## src/rtl/uart_tx_bridge_fifo.sv

```systemverilog
// Byte bridge from the core UART write port to a valid/ready serial sink.
// Provides a show-ahead FIFO, optional LF -> CR-LF expansion, an optional
// drop-on-full mode, an occupancy level and a saturating drop counter.
module uart_tx_bridge_fifo #(
    parameter int unsigned DATA_W       = 8,
    parameter int unsigned DEPTH        = 16,
    parameter int unsigned CRLF         = 1,
    parameter int unsigned DROP_ON_FULL = 0
) (
    input  logic                     CLK,
    input  logic                     RST,
    input  logic                     wr_valid,
    input  logic [DATA_W-1:0]        wr_data,
    output logic                     wr_ready,
    output logic                     rd_valid,
    output logic [DATA_W-1:0]        rd_data,
    input  logic                     rd_ready,
    input  logic                     flush,
    output logic [$clog2(DEPTH):0]   level,
    output logic [15:0]              overflow_count
);

    localparam int unsigned AW = $clog2(DEPTH);
    localparam int unsigned PW = AW + 1;

    // Translation only makes sense for byte-wide payloads.
    localparam bit CrlfEn = (CRLF != 0) && (DATA_W == 8);
    localparam bit DropEn = (DROP_ON_FULL != 0);

    localparam logic [DATA_W-1:0] LfChar    = DATA_W'(10);
    localparam logic [DATA_W-1:0] CrChar    = DATA_W'(13);
    localparam logic [PW-1:0]     FullLevel = PW'(DEPTH);

    typedef enum logic [0:0] {StIdle, StPendLf} state_e;

    logic [DATA_W-1:0] mem [DEPTH];
    logic [PW-1:0]     wr_ptr_q, rd_ptr_q;
    logic [15:0]       ovf_q;
    state_e            state_q, state_d;

    logic              full;
    logic              pop;
    logic              push;
    logic              drop;
    logic              is_lf;
    logic [DATA_W-1:0] push_data;

    // Pointers carry an extra wrap bit, so their difference is the occupancy.
    assign level          = wr_ptr_q - rd_ptr_q;
    assign full           = (level == FullLevel);
    assign rd_valid       = (level != '0);
    assign rd_data        = mem[rd_ptr_q[AW-1:0]];
    assign pop            = rd_valid && rd_ready && !flush;
    assign overflow_count = ovf_q;

    // Next-state, write handshake and push/drop decisions.
    always_comb begin
        state_d   = state_q;
        wr_ready  = 1'b0;
        push      = 1'b0;
        drop      = 1'b0;
        push_data = wr_data;
        is_lf     = CrlfEn && (wr_data == LfChar);
        if (flush) begin
            state_d = StIdle;
        end else begin
            unique case (state_q)
                StIdle: begin
                    // full is the pre-pop level; a same-cycle pop never frees a slot here.
                    wr_ready = !RST && (DropEn || !full);
                    if (wr_valid && wr_ready) begin
                        if (full) begin
                            drop = 1'b1;
                        end else if (is_lf) begin
                            push      = 1'b1;
                            push_data = CrChar;
                            state_d   = StPendLf;
                        end else begin
                            push = 1'b1;
                        end
                    end
                end
                StPendLf: begin
                    // The deferred LF may use a slot freed by this cycle's pop.
                    if (!full || pop) begin
                        push      = 1'b1;
                        push_data = LfChar;
                        state_d   = StIdle;
                    end
                end
                default: state_d = StIdle;
            endcase
        end
    end

    // Pointer, state and drop-counter registers.
    always_ff @(posedge CLK or posedge RST) begin
        if (RST) begin
            wr_ptr_q <= '0;
            rd_ptr_q <= '0;
            ovf_q    <= '0;
            state_q  <= StIdle;
        end else begin
            state_q <= state_d;
            if (flush) begin
                wr_ptr_q <= '0;
                rd_ptr_q <= '0;
            end else begin
                if (push) wr_ptr_q <= wr_ptr_q + PW'(1);
                if (pop)  rd_ptr_q <= rd_ptr_q + PW'(1);
            end
            if (drop && (ovf_q != 16'hFFFF)) ovf_q <= ovf_q + 16'd1;
        end
    end

    // Storage array; contents are intentionally not reset.
    always_ff @(posedge CLK) begin
        if (push) mem[wr_ptr_q[AW-1:0]] <= push_data;
    end

endmodule

```

## config.mk

```make
export PLATFORM = sky130hd
export DESIGN_NAME = uart_tx_bridge_fifo
export DESIGN_NICKNAME = d
export VERILOG_FILES = /design/src/rtl/uart_tx_bridge_fifo.sv
export SDC_FILE = /design/constraint.sdc
export NUM_CORES = 1
export LEC_CHECK = 0
export BUFFER_PORTS_ARGS = -buffer_cell sky130_fd_sc_hd__buf_2
export CAP_MARGIN = 40
export CELL_PAD_IN_SITES_DETAIL_PLACEMENT = 2
export CELL_PAD_IN_SITES_GLOBAL_PLACEMENT = 2
export CORE_MARGIN = 2
export CORE_UTILIZATION = 34
export CTS_CLUSTER_SIZE = 8
export DETAILED_ROUTE_END_ITERATION = 16
export PLACE_DENSITY_LB_ADDON = 0.1
export SLEW_MARGIN = 10
export SYNTH_ARGS = -nofsm -noshare
export SYNTH_HDL_FRONTEND = slang
export SYNTH_SLANG_ARGS = --single-unit
```

## constraint.sdc

```tcl
create_clock -name CLK -period 4.15 [get_ports CLK]
set_input_delay 0.2075 -clock CLK [delete_from_list [all_inputs] [get_ports CLK]]
set_output_delay 0.2075 -clock CLK [all_outputs]
set_load 0.1 [all_outputs]
```

==> results_dict.tcl <==
set metrics [dict create \
    status "finished, final reports clean" \
    dp_cells 626 \
    place_congestion 0.718 \
    setup_viol 0 \
    hp-class "in -> reg" \
    max_slew_margin_pct 51.5 \
    synth_top_cell_area_share_pct 59.6 \
    netlist_top_cells_count "128 x edfxtp_1, 40 x mux4_2, 27 x dfrtp_1, 25 x clkbuf_1" \
    fin_crit_sh_pct 85.8 \
    post-route-drc-count 0 \
    cts.htree.levels 4 \
    critical_path_class "reg -> reg" \
    combPwrFrac_pct 30.6 \
    end_kind "flop" \
    io_buffers 43 \
    multiInputGateArea_sq_um 1760 \
    dp_hpwl_microns 10700 \
    cap_viol_max_count 0 \
    maxSlewViolCount 0 \
    finalHoldViolCount 0 \
    cp.buffers_inverters 4 \
    first_global_vias 3742 \
    ctsHoldBuffers 1 \
    via_per_inst 4.99 \
    yosys-top-cells-area "edfxtp_1 60%, mux4_2 14%, dfrtp_1 10%" \
    area_growth_pct 18.4 \
    drt-wirelength-per-cell_microns 23.6 \
    path_delay_family "compound AO/OA/AOI/OAI gates" \
    rows 50 \
    clock_latency_ns 0.42 \
    clock_path_buffers 2 \
    post-place-ws_ns 0.609 \
    antenna_found_initial 0 \
    dieHeight_microns 142 \
    cp.arrival_ns 3.69 \
    fin_cells 659 \
    cts_sinks 155 \
    swShare_pct 36.2 \
    tns_ns 0 \
    seq_area_frac_synth_pct 70.1 \
    intPower_mw 2.95 \
    die_w_microns 142 \
    p_sw_mw 1.67 \
    synth.avg_cell_area_sq_um 18.3 \
    final_nets 435 \
    timing.final.ws_setup_ns 0.591 \
    cts_setup_buffers 0 \
    grtUsageTotal_pct 16.7 \
    num_vias 3287 \
    tightestPinTransition_ns 0.728 \
    grt_setup_unrepaired "false" \
    synth_warnings 0 \
    n_antenna_cell 0 \
    syn_nets 376 \
    ant_nets 0 \
    async_reset_ff_share_pct 17.4 \
    tritoncts "done" \
    first_iter_violations 205 \
    critPathMaxStageDelay_ns 0.46 \
    start_util_pct 34.6 \
    drive_gt1_share_pct 38.4 \
    die-area_sq_um 20100 \
    worstPathRequired_ns 4.28 \
    cts_resized 0 \
    cts_inserted_buffers 17 \
    clock-root-buffer "clkbuf_16" \
    ir_worst_vdd_mv 0.256 \
    synth_seq_cells 155 \
    power_density_nw_per_um2 605 \
    power_frac_seq_pct 37.2 \
    grt_max_degree 36 \
    clkTransAtPathRegs_ns 0.06 \
    post-route-min-period_ns 3.56 \
    skew_ns 0.00880 \
    synth-edff-count 128 \
    power.leakage_nw 2.69 \
    synth_cell_types 43 \
    dr.pass1.iters 4 \
    synth_most_common_cell "edfxtp_1" \
    overflow 0 \
    max_freq_mhz 281 \
    design.portCount 44 \
    syn_area_sq_um 6450 \
    synth_ff_type "edfxtp_1" \
    crit_path_top_delay_cell "nor3_1" \
    critical_path.cell_chain "inv_1, ha_1, inv_1, fa_2, a21o_1, a21oi_2, xor2_2, o21ai_0, o21a_1, buf_4, nor3_1, buf_4" \
    cp_max_fo 7 \
    yosysTopAreaCell "edfxtp_1" \
    fillers 1801 \
    timing.hold.ws_ns 0.0927 \
    grt_pass1_wl_microns 23700 \
    start_kind "flop" \
    seq_area_sq_um 4520 \
    clock_power_share_pct 32.2 \
    drt_wl_total_microns 15500 \
    core-area_sq_um 18600 \
    netlist_instances 353 \
]
final timing paths:
kind	end	slack, ns	cells past startpoint	start
worst max-delay path	mem[14][6]	0.59	12	wr_ptr_q[0]
worst min-delay path	state_q	0.09	3	wr_data[0]
worst max register to register	mem[14][6]	0.59	12	wr_ptr_q[0]
worst min register to register	overflow_count[1]	0.37	0	overflow_count[1]
max in group asynchronous	overflow_count[4]	3.05	4	RST
min in group asynchronous	state_q	0.45	3	RST
sequential cells by signal (all words and copies together) (netlist names):
signal	flops
mem	128
overflow_count	16
rd_ptr_q	5
wr_ptr_q	5
state_q	1
worst min-delay path, cell delays in order:
cell and delay [ns]:
buf_2 0.10, or4_1 0.11, a21oi_1 0.06
cell families (layout without fill, tap and decap cells):
kind of cell             Yosys count  in the layout  share of synthesized area [%]
AO/OA/AOI/OAI                     22             22                           2.75
multiplexers                      46             46                           15.0
adder cells (fa/ha/maj)           10             10                           2.06
AND/OR/NAND/NOR                   67             67                           5.84
flip-flops                       155            155                           70.1
XOR/XNOR                           7              7                           1.36
buffers and inverters             46            118                           2.99
power by group through the flow:
stage / Clock (mW) / Combinational [mW] / Sequential [mW]
2_1_floorplan: 0 / 1.20 / 1.74
3_3_place_gp: 0 / 1.42 / 1.75
3_5_place_dp: 0 / 1.43 / 1.75
4_1_cts: 1.53 / 1.44 / 1.72
5_1_grt: 1.58 / 1.50 / 1.72
6_report: 1.49 / 1.41 / 1.72
cell usage in the layout (no fill, tap or decap), types with 9 or more instances in the layout:
cell	n
nand2_1	10
edfxtp_1	128
ha_1	9
mux4_2	40
clkbuf_16	17
nor2_1	10
inv_1	11
nor3_1	11
buf_2	43
dfrtp_1	26
buf_4	30
nand2b_1	10
final cells by class:
class / count / area share [%]
sequential: 155 / 59.2
multi-input combinational: 152 / 23.1
timing repair buffer: 74 / 5.90
clock buffer: 19 / 5.67
tap: 234 / 3.83
clock inverter: 13 / 1.74
inverter: 12 / 0.590
metrics by stage:
stage	total power, mW	cell area [sq um]	utilization (%)
2_1_floorplan	2.94	6470	-
3_3_place_gp	3.17	7060	37.9
3_5_place_dp	3.18	7060	37.9
4_1_cts	4.69	7640	41.0
5_1_grt	4.80	7640	41.0
6_report	4.62	7640	41.0
per-layer routing:
metal | routed length, microns | share of wire [%] | GRT usage, %
met4 | 201 | 1.3 | 5.05
met3 | 524 | 3.4 | 3.10
met2 | 7570 | 49 | 26.8
met5 | 0 | 0 | 0
met1 | 7240 | 47 | 23.2
Power figures use the tool's default switching activity.
